--- config.mk ---
export PLATFORM = sky130hd
export DESIGN_NAME = forward_kinematics
export DESIGN_NICKNAME = d
export VERILOG_FILES = /design/src/rtl/forward_kinematics.sv
export SDC_FILE = /design/constraint.sdc
export NUM_CORES = 1
export LEC_CHECK = 0
export ABC_AREA = 1
export ABC_CLOCK_PERIOD_IN_PS = 5800
export CAP_MARGIN = 25
export CELL_PAD_IN_SITES_DETAIL_PLACEMENT = 1
export CELL_PAD_IN_SITES_GLOBAL_PLACEMENT = 2
export CORE_MARGIN = 2
export CORE_UTILIZATION = 34
export CTS_BUF_LIST = sky130_fd_sc_hd__clkbuf_2
export CTS_CLUSTER_SIZE = 16
export DETAILED_ROUTE_END_ITERATION = 8
export PLACE_DENSITY = 0.79
export SLEW_MARGIN = 0
export SYNTH_ARGS = -nofsm -noshare
export SYNTH_HDL_FRONTEND = slang
export SYNTH_SLANG_ARGS = --single-unit
--- constraint.sdc ---
create_clock -name clk -period 5.8 [get_ports clk]
set_clock_uncertainty 0.05 [all_clocks]
set_input_delay 0.87 -clock clk [delete_from_list [all_inputs] [get_ports clk]]
set_output_delay 0.87 -clock clk [all_outputs]
set_load 0.1 [all_outputs]
--- src/rtl/forward_kinematics.sv ---
// SCARA forward kinematics: (th1, th2, l1, l2) -> (xPos, yPos).
// One iterative CORDIC rotator is used twice per request: first for link 1 at th1,
// then for link 2 at th1+th2; the two rotated vectors are summed, rounded and clamped.
// Optional joint-2 limit flag is built when FWDKIN_LIMIT_CHECK_EN is defined.
module forward_kinematics #(
  parameter int unsigned ITER    = 12,   // CORDIC iterations per rotation (<= 16)
  parameter int unsigned FRAC    = 8,    // fractional bits in the x/y datapath (1..16)
  parameter int unsigned TH2_MAX = 3800  // |th2| limit, angle LSBs
) (
  input  logic               clk,
  input  logic               reset,
  input  logic               enable,
  input  logic signed [12:0] th1,
  input  logic signed [12:0] th2,
  input  logic        [13:0] l1,
  input  logic        [13:0] l2,
  output logic               busy,
  output logic               dataReady,
  output logic signed [15:0] xPos,
  output logic signed [15:0] yPos,
  output logic               limitFault
);

  localparam int unsigned W  = 14 + FRAC + 3;  // link length + fraction + CORDIC growth/sign
  localparam int unsigned SH = 16 - FRAC;       // rescale of the 1/K product
  localparam logic [3:0] LastIt = 4'(ITER - 1);
  localparam logic signed [W:0] Half   = (W + 1)'(1) << (FRAC - 1);
  localparam logic signed [W:0] PosMax = (W + 1)'(32767);
  localparam logic signed [W:0] PosMin = -(W + 1)'(32767);

`ifdef FWDKIN_LIMIT_CHECK_EN
  localparam bit LimitEn = 1'b1;
`else
  localparam bit LimitEn = 1'b0;
`endif

  typedef enum logic [2:0] {StIdle, StRot1, StRot2, StSum, StDone} state_e;

  state_e                state_q, state_d;
  logic [3:0]            cnt_q, cnt_d;
  logic signed [W-1:0]   x_q, x_d, y_q, y_d;
  logic signed [W-1:0]   x1_q, x1_d, y1_q, y1_d;
  logic signed [15:0]    z_q, z_d;
  logic [13:0]           l2_q, l2_d;
  logic signed [12:0]    phi2_q, phi2_d, th2_q, th2_d;
  logic signed [15:0]    xpos_q, xpos_d, ypos_q, ypos_d;
  logic                  limit_q, limit_d;

  logic signed [W-1:0]   xs, ys, xn, yn;
  logic signed [15:0]    zn;
  logic [16:0]           pre1, pre2;
  logic signed [W:0]     sx, sy, rx, ry;
  logic signed [13:0]    th2_ext;
  logic [13:0]           th2_abs;

  // Start vector (l/K, 0) at FRAC bits, optionally negated by the pre-rotation.
  function automatic logic signed [W-1:0] start_vec(input logic [13:0] l, input logic neg);
    logic signed [W-1:0] v;
    v = W'((32'(l) * 32'd39797) >> SH);
    return neg ? -v : v;
  endfunction

  // Fold the angle into [-pi/2, pi/2]; returns {negate, residual in pi/32768 LSBs}.
  function automatic logic [16:0] pre_rot(input logic signed [12:0] a);
    logic signed [15:0] w;
    logic               neg;
    w   = 16'(a);
    neg = 1'b0;
    if (w > 16'sd2048) begin
      w   = w - 16'sd4096;
      neg = 1'b1;
    end else if (w < -16'sd2048) begin
      w   = w + 16'sd4096;
      neg = 1'b1;
    end
    return {neg, w <<< 3};
  endfunction

  // round(atan(2^-i) * 32768 / pi)
  function automatic logic signed [15:0] atan_lut(input logic [3:0] i);
    case (i)
      4'd0:    return 16'sd8192;
      4'd1:    return 16'sd4836;
      4'd2:    return 16'sd2555;
      4'd3:    return 16'sd1297;
      4'd4:    return 16'sd651;
      4'd5:    return 16'sd326;
      4'd6:    return 16'sd163;
      4'd7:    return 16'sd81;
      4'd8:    return 16'sd41;
      4'd9:    return 16'sd20;
      4'd10:   return 16'sd10;
      4'd11:   return 16'sd5;
      4'd12:   return 16'sd3;
      4'd13:   return 16'sd1;
      4'd14:   return 16'sd1;
      default: return 16'sd0;
    endcase
  endfunction

  function automatic logic signed [15:0] clamp16(input logic signed [W:0] v);
    if (v > PosMax) return 16'sd32767;
    if (v < PosMin) return -16'sd32767;
    return 16'(v);
  endfunction

  // One CORDIC micro-rotation, driving the residual angle towards zero.
  always_comb begin
    xs = x_q >>> cnt_q;
    ys = y_q >>> cnt_q;
    if (!z_q[15]) begin
      xn = x_q - ys;
      yn = y_q + xs;
      zn = z_q - atan_lut(cnt_q);
    end else begin
      xn = x_q + ys;
      yn = y_q - xs;
      zn = z_q + atan_lut(cnt_q);
    end
  end

  // Pre-rotation, final sum with round-half-up, and |th2| for the limit check.
  always_comb begin
    pre1    = pre_rot(th1);
    pre2    = pre_rot(phi2_q);
    sx      = (W + 1)'(x1_q) + (W + 1)'(x_q);
    sy      = (W + 1)'(y1_q) + (W + 1)'(y_q);
    rx      = (sx + Half) >>> FRAC;
    ry      = (sy + Half) >>> FRAC;
    th2_ext = 14'(th2_q);
    th2_abs = th2_ext[13] ? -th2_ext : th2_ext;
  end

  // Next-state and datapath sequencing.
  always_comb begin
    state_d = state_q;
    cnt_d   = cnt_q;
    x_d     = x_q;
    y_d     = y_q;
    z_d     = z_q;
    x1_d    = x1_q;
    y1_d    = y1_q;
    l2_d    = l2_q;
    phi2_d  = phi2_q;
    th2_d   = th2_q;
    xpos_d  = xpos_q;
    ypos_d  = ypos_q;
    limit_d = limit_q;
    case (state_q)
      StIdle: begin
        if (enable) begin
          x_d     = start_vec(l1, pre1[16]);
          y_d     = '0;
          z_d     = pre1[15:0];
          l2_d    = l2;
          phi2_d  = th1 + th2;  // wraps modulo 2^13
          th2_d   = th2;
          cnt_d   = '0;
          state_d = StRot1;
        end
      end
      StRot1: begin
        x_d   = xn;
        y_d   = yn;
        z_d   = zn;
        cnt_d = cnt_q + 4'd1;
        if (cnt_q == LastIt) begin
          // Park link-1 result and load the link-2 vector into the rotator.
          x1_d    = xn;
          y1_d    = yn;
          x_d     = start_vec(l2_q, pre2[16]);
          y_d     = '0;
          z_d     = pre2[15:0];
          cnt_d   = '0;
          state_d = StRot2;
        end
      end
      StRot2: begin
        x_d   = xn;
        y_d   = yn;
        z_d   = zn;
        cnt_d = cnt_q + 4'd1;
        if (cnt_q == LastIt) begin
          cnt_d   = '0;
          state_d = StSum;
        end
      end
      StSum: begin
        xpos_d  = clamp16(rx);
        ypos_d  = clamp16(ry);
        limit_d = LimitEn && (32'(th2_abs) > TH2_MAX);
        state_d = StDone;
      end
      StDone:  state_d = StIdle;
      default: state_d = StIdle;
    endcase
  end

  // State and datapath registers.
  always_ff @(posedge clk or negedge reset) begin
    if (!reset) begin
      state_q <= StIdle;
      cnt_q   <= '0;
      x_q     <= '0;
      y_q     <= '0;
      z_q     <= '0;
      x1_q    <= '0;
      y1_q    <= '0;
      l2_q    <= '0;
      phi2_q  <= '0;
      th2_q   <= '0;
      xpos_q  <= '0;
      ypos_q  <= '0;
      limit_q <= 1'b0;
    end else begin
      state_q <= state_d;
      cnt_q   <= cnt_d;
      x_q     <= x_d;
      y_q     <= y_d;
      z_q     <= z_d;
      x1_q    <= x1_d;
      y1_q    <= y1_d;
      l2_q    <= l2_d;
      phi2_q  <= phi2_d;
      th2_q   <= th2_d;
      xpos_q  <= xpos_d;
      ypos_q  <= ypos_d;
      limit_q <= limit_d;
    end
  end

  assign busy       = (state_q == StRot1) || (state_q == StRot2) || (state_q == StSum);
  assign dataReady  = (state_q == StDone);
  assign xPos       = xpos_q;
  assign yPos       = ypos_q;
  assign limitFault = limit_q;

endmodule
==> results.json <==
{
  "yosys_warnings": 0,
  "gp_congestion": 0.893,
  "dieHeight_um": 300,
  "dp.cells": 5951,
  "ant_nets": 0,
  "ctsHtreeMaxLevel": 4,
  "cp_common_cell": "buf_4",
  "met3_usage": 0.0212,
  "cp_slowest_stage_delay_ps": 480,
  "hpwl_um": 92700,
  "drive_gt1_frac": 0.179,
  "failed_checks": "negative setup slack",
  "synth_area_um2": 29700,
  "first_pass_iters": 5,
  "fp.dieW_um": 300,
  "synth_edf_count": 0,
  "ys_seq_area_frac": 0.153,
  "synth_cell_types": 68,
  "worstHoldPathType": "primary input to register",
  "synth-main-ff-cell": "dfrtp_1",
  "clock-root-buffer": "clkbuf_2",
  "clk_pin_slew_ps": 370,
  "critPathKind": "register to register",
  "worstPathArrival_ps": 7280,
  "antenna_found_initial": 3,
  "whs_ps": 168,
  "grt_start_max_net_pins": 105,
  "period_share": 1.07,
  "core-area_um2": 86800,
  "fin_nets": 5523,
  "yosys-top-cells-count": "nand2_1, inv_1, ha_1",
  "rows": 108,
  "synth_largest_area_cell": "ha_1",
  "clock_latency_ps": 1160,
  "final_cell_count_no_fill": 6077,
  "drc": 0,
  "synth.area.top_cells": "ha_1, nand2_1, dfrtp_1, fa_1, inv_1",
  "io_buffers": 90,
  "max_slew.worst_pin.slew_ps": 987,
  "syn-mean-instance-area_um2": 6.73,
  "slew_violations": 0,
  "final-setup-viol-count": 18,
  "status": "complete, but fails checks",
  "maxCapViolCount": 0,
  "yosysMostFrequentCell": "nand2_1",
  "netlist.area_leader.share": 0.165,
  "rsz0062_at_grt": "yes",
  "fmax_ghz": 0.162,
  "cpMaxStageDelayCell": "dfrtp_2",
  "met2_usage": 0.439,
  "finalCriticalPeriod_ps": 6180,
  "grt_pass1_wl_um": 178000,
  "synth_nets": 5033,
  "crit_fanout": 3,
  "grt_use_met1": 0.335,
  "io_pins": 92,
  "numClockSinks": 182,
  "n_fill_cell": 11200,
  "end_kind": "register",
  "utilization": 0.426,
  "syn2layout_area_growth_pct": 24.4,
  "die-area_um2": 89800,
  "vias_per_cell": 5.05,
  "drt_wl_total_um": 112000,
  "synthCells": 4415,
  "cts_tree": "done",
  "top_usage_layer": "met2",
  "ys_ff_latch": 182,
  "numCtsBuffers": 17,
  "place_ws_ps": -1180,
  "grt_pass1_vias": 32100,
  "finalHoldViolations": 0,
  "drtIter0Drc": 1428,
  "grt_usage": 0.251,
  "grt_overflow": 0,
  "async_flop_share": 1.00,
  "vias": 30700,
  "slew_headroom": 0.340,
  "drt-wirelength-per-cell_um": 18.5,
  "crit_path_start_kind": "register",
  "start_util": 0.343,
  "worstPathRequired_ps": 6900,
  "clk_path_buf_depth": 2,
  "worst_slack_ps": -381
}
==> routing by layer <==
layer  share of wire  wire length, um  vias to the layer above
met2            0.49            54700                      368
met3           0.022             2520                      117
li1                -                -                    15300
met1            0.47            52800                    14900
met4           0.022             2490                        0
met5               0                0                        -
==> sequential cells by signal, indices dropped and copies added, names as in the netlist <==
register  count
l2_q         14
y1_q         25
z_q          16
x1_q         25
yPos         16
state_q       3
y_q          25
phi2_q       13
x_q          25
cnt_q         4
xPos         16
==> final cells by class <==
type                       count  area [um2]  area share
antenna                        4        10.0    0.000271
clock buffer                  17        85.1     0.00230
clock inverter                15         144     0.00389
inverter                     693        2620      0.0707
multi-input combinational   3438       23400       0.633
sequential                   182        4560       0.123
tap                         1155        1450      0.0391
timing repair buffer         573        4710       0.127
==> cells in the final DEF, fill, tap and decap left out, types with 34 or more instances in the layout <==
| cell | count |
|---|---|
| a21oi_1 | 229 |
| buf_4 | 438 |
| clkdlybuf4s50_1 | 88 |
| dfrtp_1 | 178 |
| fa_1 | 166 |
| ha_1 | 365 |
| inv_1 | 652 |
| inv_2 | 34 |
| nand2_1 | 1143 |
| nand2_2 | 97 |
| nand3_1 | 264 |
| nand3_2 | 46 |
| nand4_1 | 52 |
| nor2_1 | 274 |
| nor3_1 | 35 |
| o21ai_0 | 222 |
| o21ai_1 | 50 |
| xnor2_1 | 47 |
| xor2_1 | 78 |
==> final timing paths <==
kind                                      from                     to  slack (ps)  depth (start not counted)
max                        l2_q[3]$_DFFE_PN0P_    l2_q[3]$_DFFE_PN0P_        -380                         47
min in group asynchronous                reset    xPos[9]$_DFFE_PN0P_         220                          2
min reg2reg                x1_q[2]$_DFFE_PN0P_    x1_q[2]$_DFFE_PN0P_         470                          2
max in group asynchronous                reset  phi2_q[3]$_DFFE_PN0P_        4310                          3
min                                     l2[10]   l2_q[10]$_DFFE_PN0P_         170                          3
max reg2reg                l2_q[3]$_DFFE_PN0P_    l2_q[3]$_DFFE_PN0P_        -380                         47
==> worst max-delay path, delay by kind of cell, from the launching register on <==
family / cells / cell delay [ps]
AO/OA/AOI/OAI: 1 / 110
buffers and inverters: 46 / 5500
flip-flops: 1 / 480
==> per-stage QoR <==
step                      setup TNS (ps)  cell area, um2
final                              -3450           37000
after global routing               -8990           37000
after CTS                          -2600           36400
after detailed placement          -23800           34600
after global placement            -21550           34600
after floorplan                        0           29800
==> kinds of logic after synthesis <==
group / Yosys count / share of synthesized area
buffers and inverters: 795 / 0.107
xor gates and xnor gates: 129 / 0.0387
DFF: 182 / 0.153
and+or+nand+nor: 2074 / 0.294
other: 1 / 0.000126
AOI/OAI and AO/OA: 673 / 0.128
adders and majority gates: 561 / 0.279
==> what timing repair did <==
action                     in CTS  in global routing
hold buffers                   10                  0
setup endpoints to repair      22                 28
hold endpoints to repair       87                  0
resized for setup             259                115
pin swaps                      86                 73
buffers inserted               65                 16
Power is not shown: default switching activity piles up to over one toggle a cycle in this logic, so the estimate is an artifact.
